--- src/rtl/game_ctrl_if.sv ---
// game_ctrl_if: bundles the game controller's player/enemy inputs and its
// state/spawn/score outputs.
//   keycode      - three packed USB keycodes, [7:0] [15:8] [23:16]; bit 24 unused
//   Ball_die     - player collision flag
//   enemy_alive  - per-slot enemy occupancy
//   game_state   - 0=IDLE 1=PLAY 2=DYING 3=OVER
//   spawn_req    - one-hot, one-cycle spawn command per slot
//   spawn_x      - X position for the enemy being spawned
//   ball_reset   - one-cycle player re-centre pulse
//   freeze       - high whenever the game is not in PLAY
//   lives        - remaining lives
//   score        - frames survived in the current game
// master: drives the inputs (game top / testbench); slave: the controller.
interface game_ctrl_if;
  logic [24:0] keycode;
  logic        Ball_die;
  logic        enemy_alive [4];
  logic [1:0]  game_state;
  logic [3:0]  spawn_req;
  logic [9:0]  spawn_x;
  logic        ball_reset;
  logic        freeze;
  logic [1:0]  lives;
  logic [15:0] score;

  modport master (
    output keycode, Ball_die, enemy_alive,
    input  game_state, spawn_req, spawn_x, ball_reset, freeze, lives, score
  );

  modport slave (
    input  keycode, Ball_die, enemy_alive,
    output game_state, spawn_req, spawn_x, ball_reset, freeze, lives, score
  );
endinterface

--- src/rtl/game_ctrl.sv ---
// game_ctrl: frame-rate game sequencer. Handles start/death/game-over flow,
// lives, score, and round-robin enemy spawning with a pseudo-random X.
// Ports:
//   frame_clk - one rising edge per video frame
//   Reset     - asynchronous, active-high
//   bus       - game_ctrl_if.slave (see interface header for signal list)
//
// state | meaning
// IDLE  | waiting for a start key press
// PLAY  | game running: score counts, spawn timer runs, collisions watched
// DYING | death freeze lasting DIE_HOLD frames
// OVER  | out of lives; start returns to IDLE
module game_ctrl #(
  parameter int SPAWN_PERIOD = 60,
  parameter int DIE_HOLD     = 90,
  parameter int LIVES_INIT   = 3
) (
  input logic        frame_clk,
  input logic        Reset,
  game_ctrl_if.slave bus
);

  localparam int SPAWN_W = (SPAWN_PERIOD > 1) ? $clog2(SPAWN_PERIOD) : 1;
  localparam int HOLD_W  = (DIE_HOLD > 1) ? $clog2(DIE_HOLD) : 1;
  localparam logic [SPAWN_W-1:0] SPAWN_TC   = SPAWN_W'(SPAWN_PERIOD - 1);
  localparam logic [HOLD_W-1:0]  HOLD_TC    = HOLD_W'(DIE_HOLD - 1);
  localparam logic [15:0]        LFSR_SEED  = 16'hACE1;
  localparam logic [9:0]         X_OFFSET   = 10'd16;
  localparam logic [1:0]         LIVES_LOAD = 2'(LIVES_INIT);
  localparam logic [7:0]         KEY_START  = 8'h28;

  typedef enum logic [1:0] {
    ST_IDLE  = 2'd0,
    ST_PLAY  = 2'd1,
    ST_DYING = 2'd2,
    ST_OVER  = 2'd3
  } state_t;

  state_t               r_state, w_state_nxt;
  logic [1:0]           r_lives, w_lives_nxt;
  logic [15:0]          r_score, w_score_nxt;
  logic [SPAWN_W-1:0]   r_spawn_cnt, w_spawn_cnt_nxt;
  logic [HOLD_W-1:0]    r_hold_cnt, w_hold_cnt_nxt;
  logic [1:0]           r_last_slot, w_last_slot_nxt;
  logic [3:0]           r_spawn_req, w_spawn_req_nxt;
  logic [9:0]           r_spawn_x, w_spawn_x_nxt;
  logic                 r_ball_reset, w_ball_reset_nxt;
  logic [15:0]          r_lfsr;
  logic                 r_key_prev;
  logic                 r_armed;

  logic                 w_key_hit;
  logic                 w_start;
  logic                 w_unused_key;
  logic                 w_lfsr_fb;
  logic                 w_spawn_term;
  logic                 w_free_found;
  logic [1:0]           w_free_slot;
  logic [1:0]           w_probe;

  // Start key detection. r_armed stays low after reset until a frame with
  // no start key is seen, so a key held through reset release cannot start
  // a game; the player has to release and press again.
  assign w_key_hit = (bus.keycode[7:0]   == KEY_START) ||
                     (bus.keycode[15:8]  == KEY_START) ||
                     (bus.keycode[23:16] == KEY_START);
  assign w_start      = w_key_hit && !r_key_prev && r_armed;
  assign w_unused_key = bus.keycode[24];

  // Fibonacci LFSR, taps 16,14,13,11 (maximal length, never reaches zero).
  assign w_lfsr_fb = r_lfsr[15] ^ r_lfsr[13] ^ r_lfsr[12] ^ r_lfsr[10];

  assign w_spawn_term = (r_spawn_cnt == SPAWN_TC);

  // Round-robin search: first free slot starting just after the last one
  // used. The fourth probe wraps back onto last_slot itself.
  always_comb begin
    w_free_found = 1'b0;
    w_free_slot  = r_last_slot;
    w_probe      = 2'd0;
    for (int i = 1; i <= 4; i++) begin
      w_probe = r_last_slot + 2'(i);
      if (!w_free_found && !bus.enemy_alive[w_probe]) begin
        w_free_found = 1'b1;
        w_free_slot  = w_probe;
      end
    end
  end

  always_comb begin
    w_state_nxt      = r_state;
    w_lives_nxt      = r_lives;
    w_score_nxt      = r_score;
    w_spawn_cnt_nxt  = r_spawn_cnt;
    w_hold_cnt_nxt   = r_hold_cnt;
    w_last_slot_nxt  = r_last_slot;
    w_spawn_req_nxt  = 4'b0000;
    w_spawn_x_nxt    = r_spawn_x;
    w_ball_reset_nxt = 1'b0;

    unique case (r_state)
      ST_IDLE: begin
        if (w_start) begin
          w_state_nxt      = ST_PLAY;
          w_lives_nxt      = LIVES_LOAD;
          w_score_nxt      = 16'd0;
          w_spawn_cnt_nxt  = '0;
          w_ball_reset_nxt = 1'b1;
        end
      end

      ST_PLAY: begin
        if (r_score != 16'hFFFF) begin
          w_score_nxt = r_score + 16'd1;
        end

        // At terminal count the counter parks until a spawn succeeds; a
        // collision in the same frame suppresses the spawn and the wrap.
        if (!w_spawn_term) begin
          w_spawn_cnt_nxt = r_spawn_cnt + SPAWN_W'(1);
        end else if (!bus.Ball_die && w_free_found) begin
          w_spawn_req_nxt = 4'b0001 << w_free_slot;
          w_last_slot_nxt = w_free_slot;
          w_spawn_cnt_nxt = '0;
          w_spawn_x_nxt   = X_OFFSET + {1'b0, r_lfsr[8:0]};
        end

        if (bus.Ball_die) begin
          w_state_nxt    = ST_DYING;
          w_lives_nxt    = r_lives - 2'd1;
          w_hold_cnt_nxt = '0;
        end
      end

      ST_DYING: begin
        if (r_hold_cnt == HOLD_TC) begin
          if (r_lives == 2'd0) begin
            w_state_nxt = ST_OVER;
          end else begin
            w_state_nxt      = ST_PLAY;
            w_ball_reset_nxt = 1'b1;
          end
        end else begin
          w_hold_cnt_nxt = r_hold_cnt + HOLD_W'(1);
        end
      end

      ST_OVER: begin
        if (w_start) begin
          w_state_nxt = ST_IDLE;
        end
      end

      default: w_state_nxt = ST_IDLE;
    endcase
  end

  always_ff @(posedge frame_clk or posedge Reset) begin
    if (Reset) begin
      r_state <= ST_IDLE;
    end else begin
      r_state <= w_state_nxt;
    end
  end

  always_ff @(posedge frame_clk or posedge Reset) begin
    if (Reset) begin
      r_lives      <= 2'd0;
      r_score      <= 16'd0;
      r_spawn_cnt  <= '0;
      r_hold_cnt   <= '0;
      r_last_slot  <= 2'd3;
      r_spawn_req  <= 4'b0000;
      r_spawn_x    <= X_OFFSET;
      r_ball_reset <= 1'b0;
      r_lfsr       <= LFSR_SEED;
      r_key_prev   <= 1'b0;
      r_armed      <= 1'b0;
    end else begin
      r_lives      <= w_lives_nxt;
      r_score      <= w_score_nxt;
      r_spawn_cnt  <= w_spawn_cnt_nxt;
      r_hold_cnt   <= w_hold_cnt_nxt;
      r_last_slot  <= w_last_slot_nxt;
      r_spawn_req  <= w_spawn_req_nxt;
      r_spawn_x    <= w_spawn_x_nxt;
      r_ball_reset <= w_ball_reset_nxt;
      r_lfsr       <= {r_lfsr[14:0], w_lfsr_fb};
      r_key_prev   <= w_key_hit;
      r_armed      <= r_armed | ~w_key_hit;
    end
  end

  assign bus.game_state = r_state;
  assign bus.freeze     = (r_state != ST_PLAY);
  assign bus.spawn_req  = r_spawn_req;
  assign bus.spawn_x    = r_spawn_x;
  assign bus.ball_reset = r_ball_reset;
  assign bus.lives      = r_lives;
  assign bus.score      = r_score;

endmodule

--- src/flat_wrapper.sv ---
// flat-port wrapper written by rule: the top's interface ports become plain ports
module game_ctrl_flat 
#(
  parameter int SPAWN_PERIOD = 60,
  parameter int DIE_HOLD     = 90,
  parameter int LIVES_INIT   = 3
)
  (frame_clk, Reset, bus_keycode, bus_Ball_die, bus_enemy_alive, bus_game_state, bus_spawn_req, bus_spawn_x, bus_ball_reset, bus_freeze, bus_lives, bus_score);
  game_ctrl_if bus_i ();
  input logic frame_clk;
  input logic Reset;
  input wire logic [$bits(bus_i.keycode)-1:0] bus_keycode;
  input wire logic [$bits(bus_i.Ball_die)-1:0] bus_Ball_die;
  input wire logic [$bits(bus_i.enemy_alive)-1:0] bus_enemy_alive;
  output wire logic [$bits(bus_i.game_state)-1:0] bus_game_state;
  output wire logic [$bits(bus_i.spawn_req)-1:0] bus_spawn_req;
  output wire logic [$bits(bus_i.spawn_x)-1:0] bus_spawn_x;
  output wire logic [$bits(bus_i.ball_reset)-1:0] bus_ball_reset;
  output wire logic [$bits(bus_i.freeze)-1:0] bus_freeze;
  output wire logic [$bits(bus_i.lives)-1:0] bus_lives;
  output wire logic [$bits(bus_i.score)-1:0] bus_score;
  assign bus_i.keycode = bus_keycode;
  assign bus_i.Ball_die = bus_Ball_die;
  assign bus_i.enemy_alive = {>>{bus_enemy_alive}};
  assign bus_game_state = bus_i.game_state;
  assign bus_spawn_req = bus_i.spawn_req;
  assign bus_spawn_x = bus_i.spawn_x;
  assign bus_ball_reset = bus_i.ball_reset;
  assign bus_freeze = bus_i.freeze;
  assign bus_lives = bus_i.lives;
  assign bus_score = bus_i.score;
  game_ctrl #(.SPAWN_PERIOD(SPAWN_PERIOD), .DIE_HOLD(DIE_HOLD), .LIVES_INIT(LIVES_INIT)) u_core (.frame_clk(frame_clk), .Reset(Reset), .bus(bus_i));
endmodule
--- config.mk ---
export PLATFORM = sky130hd
export DESIGN_NAME = game_ctrl_flat
export DESIGN_NICKNAME = d
export VERILOG_FILES = /design/src/rtl/game_ctrl_if.sv /design/src/rtl/game_ctrl.sv /design/src/flat_wrapper.sv
export SDC_FILE = /design/constraint.sdc
export NUM_CORES = 1
export LEC_CHECK = 0
export CAP_MARGIN = 15
export CORE_ASPECT_RATIO = 1.5
export CORE_MARGIN = 1
export CORE_UTILIZATION = 33
export CTS_CLUSTER_SIZE = 12
export DETAILED_ROUTE_END_ITERATION = 6
export GPL_TIMING_DRIVEN = 1
export MAX_ROUTING_LAYER = met4
export PLACE_DENSITY_LB_ADDON = 0.15
export SETUP_SLACK_MARGIN = 0.4
export SYNTH_ARGS = -nofsm -noshare
export SYNTH_HDL_FRONTEND = slang
export SYNTH_SLANG_ARGS = --single-unit
--- constraint.sdc ---
create_clock -name frame_clk -period 3.3 [get_ports frame_clk]
set_input_delay 0.33 -clock frame_clk [delete_from_list [all_inputs] [get_ports frame_clk]]
set_output_delay 0.33 -clock frame_clk [all_outputs]
set_load 0.01 [all_outputs]
# Word level (Yosys, flattened, before mapping)
# Cells that the tools add are included.
# op_classes
n_reduce_logical	25
n_eq_ne	17
shifts	1
addsub	8
muxes	46
n_lt_le_gt_ge	4
n_bitwise	9
# op_table
operator	n
two-way mux 16 bit	2
one-hot mux 16 bit (2 select lines)	1
equality test 8 x 6 -> 1 bit, second input constant	3
two-way mux 2 bit	11
two-way mux 6 bit	3
adder 16 x 1 -> 16 bit, second input constant	1
inequality test 16 bit, second input constant	1
two-way mux 1 bit	15
AND reduction 3 bit	5
two-way mux 7 bit	2
one-hot mux 7 bit (2 select lines)	1
greater-or-equal comparator 3 bit, second input constant	4
two-way mux 4 bit	3
inverter 2 -> 3 bit	4
one-hot mux 6 bit (2 select lines)	1
adder 5 x 9 -> 10 bit, first input constant	1
inequality test 2 x 1 -> 1 bit, second input constant	5
binary-select mux 1 bit (select 2 bit)	4
one-hot mux 2 bit (4 select lines)	1
adder 7 x 1 -> 7 bit, second input constant	1
equality test 7 bit, second input constant	1
zero test 1 bit	7
adder 6 x 1 -> 6 bit, second input constant	1
equality test 6 bit, second input constant	1
other kinds (18)	31
# totals
in_bits	32
out_inout_bits	36
elab_cells	122
reg_bits	68

# Depth between registers and ports, before layout
# Gate-level depths: netlist of run 1.
# logic_depth
ltp_word	18
mapped_depth	8
mapped_depth_nobuf	7

# Worst setup path before layout of run 1
# OpenSTA, ideal clock, no wires.
# synth_timing
kind	flip-flop to flip-flop
from	register u_core.r_hold_cnt[0]
to	register u_core.r_hold_cnt[3]
path_buffers	1
setup_ns	0.078
t_arrival_ns	1.715
slack_ns	1.508
synth_period_minus_slack_ns	1.792
t_required_ns	3.222
stages_incl_launch_ff	8
cell_sequence	dfrtp_1 -> ha_1 -> and2_1 -> a31o_4 -> and2_4 -> buf_6 -> or3_1 -> a21oi_1
# synth_between
elab_chain_cells	3
word_cells_on_any_way	6
classes_between	add/sub (1); eq/ne (2); mux (2); reduce/logical (1)
# synth_rtl
item	line	text
start: declaration	game_ctrl.sv:43	logic [HOLD_W-1:0] r_hold_cnt, w_hold_cnt_nxt;
start signal: assignment	game_ctrl.sv:183	r_hold_cnt <= w_hold_cnt_nxt;
adder 7 x 1 -> 7 bit / equality test 7 bit (equally long branches)	game_ctrl.sv:144, game_ctrl.sv:136	
two-way mux 7 bit / inequality test 2 bit (equally long branches)	--	
one-hot mux 7 bit (2 select lines) / AND reduction 3 bit (equally long branches)	--	
# Parallel ways exist; a longest one is shown, timed or not. The select of a mux whose other input is x is not followed.
# A chain may end at the register's enable or synchronous reset.

# Worst setup path after layout of run 1
# layout_timing
from	register u_core.r_state[1] (netlist: u_core.bus.game_state[1])
to	output port bus_freeze
# layout_between
elab_chain_cells	1
# layout_rtl
item	line	text
start: declaration	game_ctrl.sv:39	state_t r_state, w_state_nxt;
start signal: assignment	game_ctrl.sv:162	r_state <= w_state_nxt;
inequality test 2 x 1 -> 1 bit	game_ctrl.sv:195	assign bus.freeze = (r_state != ST_PLAY);
end: declaration	flat_wrapper.sv:19	output wire logic [$bits(bus_i.freeze)-1:0] bus_freeze;
# No other way between the ends.

==> summary.txt, run 1 <==
Hold path
  – Hold Path Class: flip-flop to flip-flop
  – WHS Path Cells: 0
  – Worst Hold End: u_core.r_lfsr[10]
  – Hold path startpoint: u_core.r_lfsr[9]

Synth
  – Synth area leaders: dfrtp_1 (44%), dfstp_2 (8.9%), xor2_1 (3.0%)
  – Syn_area_per_cell: 10.5 um2
  – Yosys reg bits: 68
  – Warnings, synthesis: 0
  – Adder-cell area share of the yosys netlist: 2.31%
  – Area share of xor/xnor cells in the synthesized design: 4.85%
  – EDFF count, synth: 0
  – Simple-Gate Fraction of Synth Area: roughly 22%
  – Leading area contributor after synthesis: dfrtp_1
  – Synthesized Nets: ~350
  – Synth Instances: between 300 and 400
  – Synth top area share: 43.9%
  – Mux cell area share after synthesis: 2.70%
  – Cell Area, Synth: 3250 um2
  – Ys flop type: dfrtp_1
  – Asr flop ratio synth: 100%
  – Largest family of logic cells by synthesized area: simple AND/OR/NAND/NOR gates
  – Distinct cell type count after synthesis: 57
  – Synth Area in Compound Gates: 12.1%
  – Sequential area share after synthesis: 52.8%

STA
  – F_max: approximately 0.38 GHz
  – Setup Viol. Count Final: 0
  – Final hold vios: 0
  – Setup Skew: 0.00644 ns
  – RSZ-0062 raised after global routing: no
  – Setup ws final: 0.700 ns
  – Fin crit share: 78.8%
  – Max-Slew Margin vs Limit: between 50% and 60%
  – Setup TNS: 0 ns
  – Fin. max-slew vios: 0
  – Worst-margin pin slew: 0.607 ns
  – Crit path time final: 2.60 ns

Power and ir drop
  – Power Dens Cells: ~730 nW/um2
  – Static leakage: between 0.0015 and 0.002 uW
  – VDD IR max: 0.000457 V

Placement
  – Dpl hpwl: 5000 um
  – Pre-CTS setup slack: a little over 1 ns
  – Routability-driven placement congestion ratio: about 0.78
  – IO Port Bufs: 66
  – Dpl cells: between 400 and 500

Clocking
  – CTS tree: done
  – Clock slew at reported path FFs: 0.06 ns
  – Root Driver: clkbuf_16
  – Clock Path Buffers: 2
  – Post-CTS Resized: 0
  – H-Tree Level Count: 3
  – Clock Latency Late Sink: 0.32 ns
  – CTS Hold Bufs: 0
  – Clock sink count: 68
  – Setup Buffers After CTS: 0
  – Clock buffer count from CTS: 9

Drt
  – Routed length per instance: 14.2 um
  – Vias per cell: 5.05
  – Iteration-0 DRC Markers: 114
  – DRT antenna net count: 0
  – Final WL: 7100 um
  – DRC: 0
  – DR vias: 2526
  – First-pass iteration count of the detailed router: 4

Die
  – DIE WIDTH: around 83 um
  – Core area: slightly below 10000 um2
  – Row cnt: 44
  – Initial core utilization: 33.7%
  – Die ar.: 10300 um2
  – Die Y-Extent: 124 um
  – IO Pins: 68

Global route
  – Gr ovfl total: 0
  – Total GRT Usage: 15.3%
  – Initial antenna violation count: 0
  – Pin count of the biggest net entering global routing: 69
  – First-pass GRT wire length: 12200 um
  – Vias in the first global route: ~2600

Finish
  – Fill cells: ~940
  – Multi-input combinational cell area: 1430 um2
  – Final Non-Filler Cells: 500
  – Reg area: 1720 um2
  – Area Growth Syn to Fin: 33.3%
  – Layout cells sized above 1: approximately an eighth
  – Nets: 418
  – Most frequent cells in the layout: clkdlybuf4s50_1 (66), dfrtp_1 (57), nand2_1 (25)
  – Commonest non-fill, non-tap cell in the layout: clkdlybuf4s50_1
  – Antenna diodes: 0

Job
  – Max-capacitance violation count: 0

Setup path
  – Worst EP arrival: roughly 2.3 ns
  – Critical path class: flip-flop to primary output
  – CP Data Required Time: 2.97 ns
  – Worst r2r path cells: 6
  – Type of origin of the critical path: flip-flop
  – R2r endpoint: u_core.bus.score[12]
  – R2R Setup Slk: 1.04 ns
  – CP endpoint kind: primary output
  – Worst R2R Start: u_core.bus.game_state[1]
  – CP Max Fanout: 17

Status
  – Run status: finished clean
## state kept, by name, indices dropped and copies added (netlist names), 2 cells and up
signal,count
u_core.bus.score,16
u_core.r_lfsr,16
u_core.bus.spawn_x,10
u_core.r_hold_cnt,7
u_core.r_spawn_cnt,6
u_core.bus.spawn_req,4
u_core.bus.game_state,2
u_core.bus.lives,2
u_core.r_last_slot,2
## critical path: stages, from the launching register on
cell and delay [ns]:
dfrtp_1 0.52, and2b_1 0.66, inv_2 0.24, clkdlybuf4s50_1 0.54
## cell type report
type,count,area share (%)
clock buffer,10,5.29
clock inverter,6,1.50
inverter,12,1.04
multi-input combinational,219,33.0
sequential,68,39.6
tap,115,3.32
timing repair buffer,70,16.2
## per-layer routing
| layer | wire (um) | global-route usage (%) | share of wire [%] | vias to the layer above |
|---|---|---|---|---|
| met5 | 0 | - | 0 | - |
| met4 | 76 | 5.17 | 1.1 | 0 |
| met3 | 278 | 3.27 | 3.9 | 5 |
| met2 | 3690 | 27.4 | 52 | 49 |
| met1 | 3060 | 17.1 | 43 | 1230 |
| li1 | - | - | - | 1242 |
## power breakdown
| group | internal (uW) | switching (uW) | leakage, uW |
|---|---|---|---|
| Sequential | 1020 | 248 | 0.000831 |
| Clock | 584 | 351 | 0.000142 |
| Combinational | 511 | 457 | 0.000814 |
## per-stage QoR
step / hold WS [ns] / area [um2] / power [uW] / util [%]
CTS: 0.360 / 4330 / 3220 / 45.0
finish: 0.356 / 4330 / 3170 / 45.0
detailed placement: 0.342 / 4040 / 2260 / 41.9
global route: 0.374 / 4330 / 3380 / 45.0
floorplan: 0.333 / 3250 / 1860 / -
global placement: 0.336 / 4040 / 2240 / 41.9
## worst max-delay path by stage
| stage | startpoint | endpoint | slack, ns |
|---|---|---|---|
| after global placement | u_core.bus.game_state[1] | u_core.bus.score[12] | 1.04 |
| after CTS | u_core.bus.game_state[1] | bus_freeze | 0.67 |
| final | u_core.bus.game_state[1] | bus_freeze | 0.70 |
| after floorplan | Reset | u_core.bus.ball_reset | 1.28 |
| after global routing | u_core.bus.game_state[1] | bus_freeze | 0.56 |
| after detailed placement | u_core.bus.game_state[1] | u_core.bus.score[12] | 1.02 |
## cells by family after synthesis
kind of cell	count (synthesis)
adders and majority gates	6
muxes	8
buffers and inverters	23
xor gates and xnor gates	18
and+or+nand+nor	126
DFF	68
AOI/OAI and AO/OA	61
## Yosys cell counts, types with 2 or more instances
cell type / instances
a211oi_1: 2
a21oi_1: 15
a31o_2: 3
a31oi_1: 8
and2_1: 8
and3_1: 6
buf_2: 2
buf_4: 2
clkbuf_1: 6
dfrtp_1: 57
dfstp_2: 11
ha_1: 6
inv_1: 11
mux2_2: 6
mux2i_1: 2
nand2_1: 25
nand2b_1: 5
nand3_1: 15
nand3b_1: 3
nand4_1: 8
nor2_1: 23
nor2b_1: 2
nor3_1: 5
nor3b_1: 2
nor4b_1: 6
o211ai_1: 3
o21a_1: 2
o21ai_0: 17
o31ai_1: 3
or3_1: 3
xnor2_1: 7
xor2_1: 11
Note: power is estimated with default switching activity, not from simulation.
==> run 2: changes to the inputs <==
Clock period 3.3 ns to 2.7 ns, I/O delays scaled along.
==> run 2 against run 1 <==
Effect of this change: non-clock buffer count increased by 4; flip-flop and latch count did not move; sequential power is 20% higher; cell count is 0.80% higher; clock-buffer cell count unchanged; power is 26% higher; register-to-register slack lost 0.30 ns; clock skew about the same; largest power group unchanged; first-iteration DRC count decreased by 28%; wire length increased by 0.73%.
==> summary.txt, run 2 (synthesis results as in run 1) <==
Placement
  – Dpl cells: 488 (was 484)
  – Dpl hpwl: 5290 um (was 5000 um)
  – IO Port Bufs: 66 (unchanged)
  – Pre-CTS setup slack: 0.690 ns (was 1.02 ns)
  – Routability-driven placement congestion ratio: 0.771 (was 0.785)

Finish
  – Final Non-Filler Cells: 504 (was 500)
  – Commonest non-fill, non-tap cell in the layout: clkdlybuf4s50_1 (unchanged)
  – Most frequent cells in the layout: clkdlybuf4s50_1 (66), dfrtp_1 (57), nand2_1 (25) (unchanged)
  – Nets: 422 (was 418)
  – Antenna diodes: 0 (unchanged)
  – Layout cells sized above 1: 14.1% (was 13.2%)
  – Area Growth Syn to Fin: 34.6% (was 33.3%)

Drt
  – DRC: 0 (unchanged)
  – Routed length per instance: 14.2 um (about the same)
  – DRT antenna net count: 0 (unchanged)
  – First-pass iteration count of the detailed router: 4 (unchanged)
  – Final WL: 7150 um (was 7100 um)
  – DR vias: 2523 (was 2526)
  – Iteration-0 DRC Markers: 82 (was 114)
  – Vias per cell: 5.01 (was 5.05)

Setup path
  – CP Max Fanout: 9 (was 17)
  – Critical path class: flip-flop to primary output (unchanged)
  – Type of origin of the critical path: flip-flop (unchanged)
  – CP endpoint kind: primary output (unchanged)
  – Worst EP arrival: 1.79 ns (was 2.27 ns)
  – CP Data Required Time: 2.43 ns (was 2.97 ns)

Power and ir drop
  – VDD IR max: 0.000496 V (was 0.000457 V)
  – Power Dens Cells: 916 nW/um2 (was 732 nW/um2)
  – Static leakage: 0.00181 uW (was 0.00179 uW)
  – Power Total: 4010 uW (was 3170 uW)

Hold path
  – Hold Path Class: flip-flop to flip-flop (unchanged)

STA
  – Fin. max-slew vios: 0 (unchanged)
  – Max-Slew Margin vs Limit: 54.2% (was 59.5%)
  – F_max: 0.485 GHz
  – RSZ-0062 raised after global routing: no (unchanged)
  – Setup TNS: 0 ns (unchanged)
  – Setup Viol. Count Final: 0 (unchanged)
  – Setup Skew: 0.00673 ns (was 0.00644 ns)
  – Setup ws final: 0.640 ns (was 0.700 ns)
  – Final hold vios: 0 (unchanged)
  – Hold slack: 0.358 ns (was 0.356 ns)
  – Crit path time final: 2.06 ns
  – Fin crit share: 76.3%
  – Worst-margin pin slew: 0.686 ns (was 0.607 ns)

Clocking
  – Clock Path Buffers: 2 (unchanged)
  – H-Tree Level Count: 3 (unchanged)
  – CTS Hold Bufs: 0 (unchanged)
  – Clock buffer count from CTS: 9 (unchanged)
  – Root Driver: clkbuf_16 (unchanged)
  – Setup Buffers After CTS: 0 (unchanged)
  – Post-CTS Resized: 0 (unchanged)
  – Clock sink count: 68 (unchanged)
  – Clock slew at reported path FFs: 0.06 ns (about the same)
  – CTS tree: done (unchanged)
  – Clock Latency Late Sink: 0.33 ns (was 0.32 ns)

Global route
  – First-pass GRT wire length: 12200 um (about the same)
  – Vias in the first global route: 2640 (was 2592)
  – Pin count of the biggest net entering global routing: 36 (was 69)
  – Total GRT Usage: 15.4% (was 15.3%)
  – Initial antenna violation count: 0 (unchanged)
  – Gr ovfl total: 0 (unchanged)

Die
  – Core area: 9630 um2 (unchanged)
  – Die ar.: 10300 um2 (unchanged)
  – Row cnt: 44 (unchanged)
  – DIE WIDTH: 83.0 um (unchanged)
  – Initial core utilization: 33.7% (unchanged)
  – Die Y-Extent: 124 um (unchanged)
  – IO Pins: 68 (unchanged)

Job
  – Max-capacitance violation count: 0 (unchanged)

Status
  – Run status: finished clean (unchanged)
-- run 2: cell count changes in the layout (fill, tap and decap cells not counted) --
cell	previous run	this run
bufinv_16	1	2
buf_4	3	8
clkinv_2	2	1
buf_12	1	0
-- run 2: worst paths after layout --
| check | from | end | slack, ns | cells after the start |
|---|---|---|---|---|
| max | u_core.bus.game_state[1] | bus_freeze | 0.64 | 3 |
| min | u_core.r_lfsr[14] | u_core.r_lfsr[15] | 0.36 | 0 |
| max reg2reg | u_core.bus.score[0] | u_core.bus.score[0] | 0.74 | 6 |
| min reg2reg | u_core.r_lfsr[14] | u_core.r_lfsr[15] | 0.36 | 0 |
| max in group asynchronous | Reset | u_core.r_key_prev | 1.64 | 3 |
| min in group asynchronous | Reset | u_core.bus.spawn_x[0] | 0.37 | 2 |
-- run 2: metrics by stage --
stage | instance area (um2) | util (%)
global placement | 4060 | 42.1
finish | 4370 | 45.4
CTS | 4370 | 45.4
detailed placement | 4060 | 42.1
floorplan | 3250 | -
global route | 4370 | 45.4
-- run 2: area by class of cell --
type	instances	area (um2)
inverter	12	45.0
tap	115	144
clock buffer	10	229
sequential	68	1720
timing repair buffer	74	721
multi-input combinational	219	1430
clock inverter	6	90.1
fill	905	5260
-- run 2: metal layers --
metal / vias to the layer above / global-route usage, % / routed length, um
met5: - / - / 0
met3: 15 / 3.67 / 342
met2: 66 / 27.9 / 3740
met1: 1191 / 15.8 / 2910
li1: 1251 / - / -
met4: 0 / 7.00 / 156
-- run 2: power breakdown --
part / switching [uW] / internal [uW]
sequential: 282 / 1250
clock: 437 / 810
combinational: 594 / 640
total: 1310 / 2690
-- run 2: worst max-delay path, stage by stage (launching register included) --
cell,delay (ns)
dfrtp_1,0.37
and2b_1,0.39
inv_2,0.19
clkdlybuf4s50_1,0.51
